--- src/rtl/div_pkg.sv ---
// Shared definitions for the restoring divider.
package div_pkg;

    localparam int unsigned DIVIDEND_W_DEF = 16;
    localparam int unsigned DIVISOR_W_DEF  = 8;
    localparam int unsigned CNT_W_DEF      = $clog2(DIVIDEND_W_DEF + 1);

    typedef enum logic [1:0] {
        IDLE  = 2'd0,
        BUSY  = 2'd1,
        ROUND = 2'd2,
        DONE  = 2'd3
    } div_state_t;

endpackage

--- src/rtl/div_cell_4.sv ---
// Single restoring-division step: shift in one dividend bit, then compare-subtract.
module div_cell_4 #(
    parameter int unsigned DIVISOR_W = 8
) (
    input  logic [DIVISOR_W-1:0] rem_in,
    input  logic                 bit_in,
    input  logic [DIVISOR_W-1:0] divisor,
    output logic [DIVISOR_W-1:0] rem_out,
    output logic                 q_bit
);

    logic [DIVISOR_W:0] shifted;
    logic [DIVISOR_W:0] diff;

    // The shifted value needs one extra bit; after the conditional subtract it fits again.
    always_comb begin
        shifted = {rem_in, bit_in};
        diff    = shifted - {1'b0, divisor};
        q_bit   = (shifted >= {1'b0, divisor});
        rem_out = q_bit ? DIVISOR_W'(diff) : DIVISOR_W'(shifted);
    end

endmodule

--- src/rtl/div_top_4.sv ---
// Iterative restoring divider, one quotient bit per clock.
// Optional macro DIV_ROUND_EN adds a ROUND state that rounds the quotient half-up.
module div_top_4
    import div_pkg::*;
#(
    parameter int unsigned DIVIDEND_W = DIVIDEND_W_DEF,
    parameter int unsigned DIVISOR_W  = DIVISOR_W_DEF
) (
    input  logic                  clk,
    input  logic                  rst,
    input  logic                  en,
    input  logic [DIVIDEND_W-1:0] dividend,
    input  logic [DIVISOR_W-1:0]  divisor,
    output logic                  busy,
    output logic [DIVIDEND_W-1:0] quotient,
    output logic [DIVISOR_W-1:0]  remainder,
    output logic                  div_by_zero,
    output logic                  result_rdy
);

    localparam int unsigned CNT_W = $clog2(DIVIDEND_W + 1);

    div_state_t state_q, state_d;

    // Dividend register doubles as the quotient register: bits leave at the MSB, quotient enters at the LSB.
    logic [DIVIDEND_W-1:0] dvd_q;
    logic [DIVISOR_W-1:0]  dvs_q;
    // Partial remainder after each step is always below the divisor, so DIVISOR_W bits suffice here.
    logic [DIVISOR_W-1:0]  rem_q;
    logic [CNT_W-1:0]      cnt_q;

    logic [DIVISOR_W-1:0]  rem_nxt;
    logic                  q_bit;
    logic [DIVIDEND_W-1:0] quo_nxt;
    logic                  last_iter;
    logic                  dz;

    logic                  accept;
    logic                  iterate;
    logic                  load_out;
    logic [DIVIDEND_W-1:0] out_quo_d;
    logic [DIVISOR_W-1:0]  out_rem_d;

    div_cell_4 #(
        .DIVISOR_W (DIVISOR_W)
    ) u_cell (
        .rem_in  (rem_q),
        .bit_in  (dvd_q[DIVIDEND_W-1]),
        .divisor (dvs_q),
        .rem_out (rem_nxt),
        .q_bit   (q_bit)
    );

    assign quo_nxt   = {dvd_q[DIVIDEND_W-2:0], q_bit};
    assign last_iter = (cnt_q == CNT_W'(DIVIDEND_W - 1));
    assign dz        = (dvs_q == '0);

`ifdef DIV_ROUND_EN
    logic                  round_up;
    logic [DIVIDEND_W-1:0] quo_rnd;

    // Half-up rounding with saturation at all ones.
    always_comb begin
        round_up = ({rem_q, 1'b0} >= {1'b0, dvs_q});
        quo_rnd  = (round_up && (dvd_q != '1)) ? (dvd_q + DIVIDEND_W'(1)) : dvd_q;
    end
`endif

    // State register.
    always_ff @(posedge clk) begin
        if (rst) begin
            state_q <= IDLE;
        end else begin
            state_q <= state_d;
        end
    end

    // Next-state and datapath control.
    always_comb begin
        state_d   = state_q;
        accept    = 1'b0;
        iterate   = 1'b0;
        load_out  = 1'b0;
        out_quo_d = '0;
        out_rem_d = '0;
        case (state_q)
            IDLE: begin
                if (en) begin
                    accept  = 1'b1;
                    state_d = BUSY;
                end
            end
            BUSY: begin
                iterate = 1'b1;
                if (last_iter) begin
`ifdef DIV_ROUND_EN
                    state_d = ROUND;
`else
                    state_d   = DONE;
                    load_out  = 1'b1;
                    out_quo_d = dz ? '1 : quo_nxt;
                    out_rem_d = dz ? '0 : rem_nxt;
`endif
                end
            end
            ROUND: begin
`ifdef DIV_ROUND_EN
                state_d   = DONE;
                load_out  = 1'b1;
                out_quo_d = dz ? '1 : quo_rnd;
                out_rem_d = dz ? '0 : rem_q;
`else
                state_d = IDLE;
`endif
            end
            DONE: begin
                state_d = IDLE;
            end
            default: begin
                state_d = IDLE;
            end
        endcase
    end

    // Operand, iteration and output registers.
    always_ff @(posedge clk) begin
        if (rst) begin
            dvd_q       <= '0;
            dvs_q       <= '0;
            rem_q       <= '0;
            cnt_q       <= '0;
            quotient    <= '0;
            remainder   <= '0;
            div_by_zero <= 1'b0;
            result_rdy  <= 1'b0;
            busy        <= 1'b0;
        end else begin
            if (accept) begin
                dvd_q <= dividend;
                dvs_q <= divisor;
                rem_q <= '0;
                cnt_q <= '0;
            end
            if (iterate) begin
                dvd_q <= quo_nxt;
                rem_q <= rem_nxt;
                cnt_q <= cnt_q + CNT_W'(1);
            end
            if (load_out) begin
                quotient    <= out_quo_d;
                remainder   <= out_rem_d;
                div_by_zero <= dz;
            end
            result_rdy <= (state_d == DONE);
            busy       <= (state_d != IDLE);
        end
    end

endmodule

--- config.mk ---
export PLATFORM = sky130hd
export DESIGN_NAME = div_top_4
export DESIGN_NICKNAME = d
export VERILOG_FILES = /design/src/rtl/div_pkg.sv /design/src/rtl/div_cell_4.sv /design/src/rtl/div_top_4.sv
export SDC_FILE = /design/constraint.sdc
export NUM_CORES = 1
export LEC_CHECK = 0
export BUFFER_PORTS_ARGS = -buffer_cell sky130_fd_sc_hd__buf_2
export CAP_MARGIN = 20
export CELL_PAD_IN_SITES_DETAIL_PLACEMENT = 0
export CELL_PAD_IN_SITES_GLOBAL_PLACEMENT = 1
export CORE_MARGIN = 4
export CORE_UTILIZATION = 40
export DETAILED_ROUTE_END_ITERATION = 7
export GPL_ROUTABILITY_DRIVEN = 0
export PLACE_DENSITY = 0.76
export SYNTH_ARGS = -nofsm -noshare
export SYNTH_HDL_FRONTEND = slang
export SYNTH_SLANG_ARGS = --single-unit
--- constraint.sdc ---
create_clock -name clk -period 4.4 [get_ports clk]
set_input_delay 0.44 -clock clk [delete_from_list [all_inputs] [get_ports clk]]
set_output_delay 0.44 -clock clk [all_outputs]
set_load 0.02 [all_outputs]
==> run metrics, run 1 <==
outcome=finished clean; Longest Clk Path Bufs=2; HPWL Detailed=5.28 mm; Root Driver=clkbuf_8; Cell Pwr Density=about 470 nW/um2; final WL=roughly 7 mm; most frequent cells in the layout=nor2_1, dfxtp_1, buf_2; Peak supply drop=approximately 0.23 mV; main flop type after synthesis=dfxtp_1; HP Class=in2reg; HP Start=divisor[6]; grt total ovfl=0; switch share=0.275; Place WS=1.78 ns; Slew Limit Fails=0; setup_tns=0 ns; Clock Skew=~0.009 ns; RR Startpoint=state_q[0]$_SDFF_PP0_; initial antenna violation count=0; placed cells=517; Core ar.=roughly 7400 um2; Vias/cell=5.02; setup violators final=0; Initial DRT Pass Iterations=4; Synth Area in XOR/XNOR=0.00854; Flop pwr share=0.388; hold path endpoint=dvs_q[6]$_SDFFE_PP0P_; most common cell after layout, fill and taps aside=nor2_1; num rows=31; total CTS buffers=9; Synth Area in Simple Gates=0.238; largest family of logic cells by synthesized area=simple AND/OR/NAND/NOR gates; number of cells upsized or downsized after cts=0; Final Hold Vio Count=0; Setup WS post-layout=1.80 ns; final core occ=0.492; clock latency on the worst-skew pair=0.34 ns; Power Internal=roughly 1200 uW; Slew @ Worst Pin=0.787 ns; CP required=between 4 and 5 ns; RSZ-0062 raised after global routing=false; Max Fclk=approximately 0.39 GHz; # DRC=0; relative slew slack=0.476; post-synthesis register bit count=66; Seq/Total Area, Yosys=0.429; Ys Warns=0; height of the die=95.7 um; max_cap viols=0; cts hold-fix bufs=0; CTS H-tree depth=3; fin crit share=0.590; Tmin final=2.60 ns; Hold Crit Depth=3; largest net degree at the start of global routing=32; non-filler cells, final=533; power share of the clock group=0.399; crit path capture type=flop; input/output buffers=53; vias in the first global route=2604; Post-Layout Inst Area=about 3600 um2; initial detailed-routing violation count=118; first-pass GRT wire length=roughly 12 mm; Post-Syn Nets=between 400 and 500; CP Max Fanout=21; Worst Reg-to-Reg Cells=5; combinational power share=0.214; CP Launch Type=flop; Avg Cell Area, Syn=approximately 8.0 um2; Final ANT Viol Nets=0; Yosys cell types=52; wire per inst=~14 um; post-synthesis cell count=384; critical path arrival=between 2 and 3 ns; Num Clock Sinks=66; CTS tree=built; static leakage=0.00159 uW; adder-cell share of the synthesized area=0.0472; Setup CP Type=reg2reg; Psw=between 400 and 500 uW; Final Net Count=about 470; Synth Area in Compound Gates=0.184; Initial Util=0.417; Synth Cell Area=approximately 3000 um2; count of boundary I/O pins=54; number of synthesized flops with an enable pin=0; die area=9160 um2; fraction of final layout cells sized beyond drive strength 1=0.189; Area Growth Syn to Fin=17.8%; DP Area=approximately 3400 um2; total track usage=0.174; reg2reg setup slack=1.80 ns; Async SR Flop Fraction=0; via count=around 2700; Post-CTS Setup Repair Bufs=0; Die W=between 90 and 100 um; # diodes=0; reg2reg end=quotient[14]$_SDFFE_PP0P_; clk slew on worst S/H paths=roughly 0.070 ns; multiplexer share of the synthesized area=0.0195
-- synthesized netlist by cell type (2+ instances only) --
master	instances	area, um2
a211oi_1	16	120
a21oi_1	28	140
a21oi_2	2	17.5
a21oi_4	2	32.5
a22o_1	2	17.5
a311oi_1	2	17.5
a32o_1	2	20.0
a32oi_1	2	17.5
and2_1	5	31.3
buf_2	6	30.0
buf_4	3	22.5
buf_6	3	33.8
clkbuf_1	7	26.3
dfxtp_1	66	1320
ha_1	10	125
inv_1	29	109
mux2i_1	6	60.1
nand2_1	37	139
nand2_2	2	12.5
nand2b_1	3	18.8
nand3_1	3	15.0
nor2_1	80	300
nor2b_1	2	12.5
nor3_1	19	95.1
nor3b_1	2	15.0
nor4_1	2	12.5
o21ai_0	7	35.0
o21ai_1	9	45.0
o31ai_1	2	15.0
or2_2	2	12.5
xnor2_1	2	17.5
-- layout make-up --
type | instances | area, um2
timing repair buffer | 54 | 273
inverter | 29 | 109
clock buffer | 11 | 141
clock inverter | 5 | 125
tap | 99 | 124
multi-input combinational | 269 | 1530
fill | 733 | 3750
sequential | 66 | 1320
-- worst max-delay path, stage by stage (launching register included) --
cell	delay (ns)
dfxtp_1	0.78
nor2b_2	0.36
and2_1	0.67
nand2_2	0.37
nor2_1	0.20
nor3_1	0.07
-- how the worst max path moves through the flow --
| stage | endpoint | from | slack, ns |
|---|---|---|---|
| global route | quotient[14]$_SDFFE_PP0P_ | state_q[0]$_SDFF_PP0_ | 1.52 |
| CTS | quotient[14]$_SDFFE_PP0P_ | state_q[0]$_SDFF_PP0_ | 1.77 |
| finish | quotient[14]$_SDFFE_PP0P_ | state_q[0]$_SDFF_PP0_ | 1.80 |
| floorplan | rem_q[2]$_SDFFE_PP0P_ | dvs_q[6]$_SDFFE_PP0P_ | 2.59 |
| detailed placement | quotient[14]$_SDFFE_PP0P_ | state_q[0]$_SDFF_PP0_ | 1.78 |
| global placement | quotient[14]$_SDFFE_PP0P_ | state_q[0]$_SDFF_PP0_ | 1.88 |
-- logic make-up (layout without fill, tap and decap cells) --
group | Yosys count | in the layout
flip-flops | 66 | 66
multiplexers | 6 | 6
adder cells (fa/ha/maj) | 11 | 11
XOR/XNOR | 3 | 3
AND/OR/NAND/NOR | 166 | 166
AO/OA/AOI/OAI | 83 | 83
buffers and inverters | 49 | 99
-- layer usage --
layer,part of all wire,vias up,track usage
li1,-,1387,-
met1,0.49,1204,0.243
met2,0.43,78,0.256
met3,0.063,7,0.0633
met4,0.012,0,0.0403
met5,0,-,0
-- power groups by stage --
stage | Clock (uW) | Sequential [uW] | Combinational (uW)
finish | 672 | 654 | 360
global route | 715 | 658 | 407
CTS | 687 | 653 | 363
detailed placement | 0 | 667 | 363
global placement | 0 | 667 | 360
floorplan | 0 | 658 | 308
-- flip-flops by register name, indices dropped and copies added, names as in the netlist --
name and flops:
busy 1, cnt_q 5, div_by_zero 1, dvd_q 16, dvs_q 8, quotient 16
rem_q 8, remainder 8, result_rdy 1, state_q 2
-- metrics by stage --
step,hold slack [ns],total power [uW]
after floorplan,0.441,965
after global placement,0.441,1030
after detailed placement,0.439,1030
after CTS,0.328,1700
after global routing,0.330,1780
final,0.339,1690
No activity file was read; power rests on OpenSTA's default activity.
==> run 2, diff against run 1 <==
==> constraint.sdc (replaced) <==
create_clock -name clk -period 2.6 [get_ports clk]
set_input_delay 0.26 -clock clk [delete_from_list [all_inputs] [get_ports clk]]
set_output_delay 0.26 -clock clk [all_outputs]
set_load 0.02 [all_outputs]
==> run 2 against run 1 <==
Against the previous run:
- sequential power rose by 68%
- critical path depth grew 2
- clock skew rose by 0.0014 ns
- via count rose by 0.26%
- combinational power up 72%
==> run metrics, run 2 (synthesized netlist as in run 1, its figures left out) <==
Vias/cell=approximately 5.0; cells along the critical path=inv_1, ha_1, a21oi_2, o221ai_2, a21oi_4, mux2i_1, o21ai_1; switch share=0.294; Final ANT Viol Nets=0; CP Launch Type=flop; first-pass GRT wire length=between 10 and 15 mm; Buf+Inv Stages, Crit Path=1; height of the die=~96 um; Largest regs=dvd_q (16), quotient (16); Max Fclk=between 0.4 and 0.5 GHz; slowest library cell on the worst path=a21oi_4; Tmin final=about 2.2 ns; CP Max Fanout=14; Hold Crit Depth=3; Peak supply drop=between 0.3 and 0.4 mV; Post-CTS Setup Repair Bufs=0; clk slew on worst S/H paths=0.06 ns; cts hold-fix bufs=0; setup violators final=0; Num Clock Sinks=66; non-filler cells, final=534; most common cell after layout, fill and taps aside=nor2_1; total CTS buffers=9; RSZ-0062 raised after global routing=false; most frequent cells in the layout=nor2_1, dfxtp_1, buf_2; Final Hold Vio Count=0; crit path capture type=flop; fraction of final layout cells sized beyond drive strength 1=0.191; # DRC=0; power share of the clock group=0.350; crit path from=dvs_q[4]$_SDFFE_PP0P_; total track usage=0.175; num rows=31; Initial DRT Pass Iterations=4; WP depth=7; Initial Util=0.417; HPWL Detailed=about 5.4 mm; Cell Pwr Density=roughly 740 nW/um2; critical path arrival=around 2.4 ns; die area=between 9000 and 10000 um2; HP Start=divisor[4]; area of all sequential standard cells=1320 um2; Flop pwr share=0.416; Slew @ Worst Pin=approximately 0.6 ns; CP required=approximately 2.8 ns; CTS H-tree depth=3; grt total ovfl=0; number of cells upsized or downsized after cts=0; CTS tree=built; cell family with most CP delay=compound AO/OA/AOI/OAI gates; Root Driver=clkbuf_8; Post-Layout Inst Area=3590 um2; footprint of the multi-input gates=between 1500 and 2000 um2; Area Growth Syn to Fin=16.6%; Worst Reg-to-Reg Cells=7; Core ar.=around 7400 um2; Psw=777 uW; vias in the first global route=about 2600; initial antenna violation count=0; setup_tns=0 ns; Power Internal=roughly 1900 uW; largest net degree at the start of global routing=30; Final Net Count=between 400 and 500; DP Area=3380 um2; count of boundary I/O pins=54; Longest Clk Path Bufs=2; Clock Skew=around 0.010 ns; static leakage=between 0.0015 and 0.002 uW; clock latency on the worst-skew pair=between 0.3 and 0.4 ns; final WL=~7.3 mm; combinational power share=0.234; via count=about 2700; wire per inst=roughly 14 um; fillcell total=roughly 760; Die W=roughly 96 um; Worst path max stage delay=approximately 0.40 ns; outcome=finished clean; input/output buffers=between 50 and 60; relative slew slack=0.602; Slew Limit Fails=0; max_cap viols=0; fin crit share=0.832; placed cells=520; Setup CP Type=reg2reg; HP Class=in2reg; initial detailed-routing violation count=between 80 and 90; # diodes=0; RR Startpoint=dvs_q[4]$_SDFFE_PP0P_
==> run 2: cell types whose count changed in the layout (fill, tap and decap cells not counted), sizes merged <==
cell / delta
bufinv: -2
buf: +3
==> run 2: worst register-to-register path: stages, from the launching register on <==
cell	delay [ns]
dfxtp_1	0.35
inv_1	0.05
ha_1	0.36
a21oi_2	0.24
o221ai_2	0.16
a21oi_4	0.40
mux2i_1	0.37
o21ai_1	0.11
==> run 2: final timing paths <==
check / slack, ns / end
worst min register to register: 0.45 / remainder[4]$_SDFFE_PP0P_
worst min-delay path: 0.16 / dvs_q[4]$_SDFFE_PP0P_
worst max-delay path: 0.44 / rem_q[3]$_SDFFE_PP0P_
worst max register to register: 0.44 / rem_q[3]$_SDFFE_PP0P_
==> run 2: cell type report <==
class,instances,area share
inverter,29,0.0304
clock buffer,11,0.0394
tap,99,0.0345
sequential,66,0.368
timing repair buffer,57,0.0823
clock inverter,3,0.0181
multi-input combinational,269,0.427
==> run 2: power groups by stage <==
| stage | Clock [uW] | Sequential (uW) | Combinational, uW |
|---|---|---|---|
| floorplan | 0 | 1110 | 521 |
| global placement | 0 | 1120 | 613 |
| detailed placement | 0 | 1120 | 621 |
| CTS | 943 | 1100 | 624 |
| global route | 990 | 1110 | 696 |
| finish | 923 | 1100 | 618 |
==> run 2: layer usage <==
metal	routed length [um]	vias up	part of all wire	GRT usage
li1	-	1394	-	-
met1	3590	1215	0.49	0.250
met2	3260	62	0.44	0.254
met3	380	12	0.052	0.0383
met4	105	0	0.014	0.0711
met5	0	-	0	0
==> run 2: stage by stage <==
stage	total power, uW	hold slack, ns	worst slack (ns)	utilization
4_1_cts	2670	0.148	0.420	0.487
5_1_grt	2790	0.152	0.231	0.487
6_report	2640	0.157	0.438	0.487
2_1_floorplan	1630	0.396	0.791	-
3_5_place_dp	1740	0.440	0.425	0.459
3_3_place_gp	1730	0.442	0.469	0.459
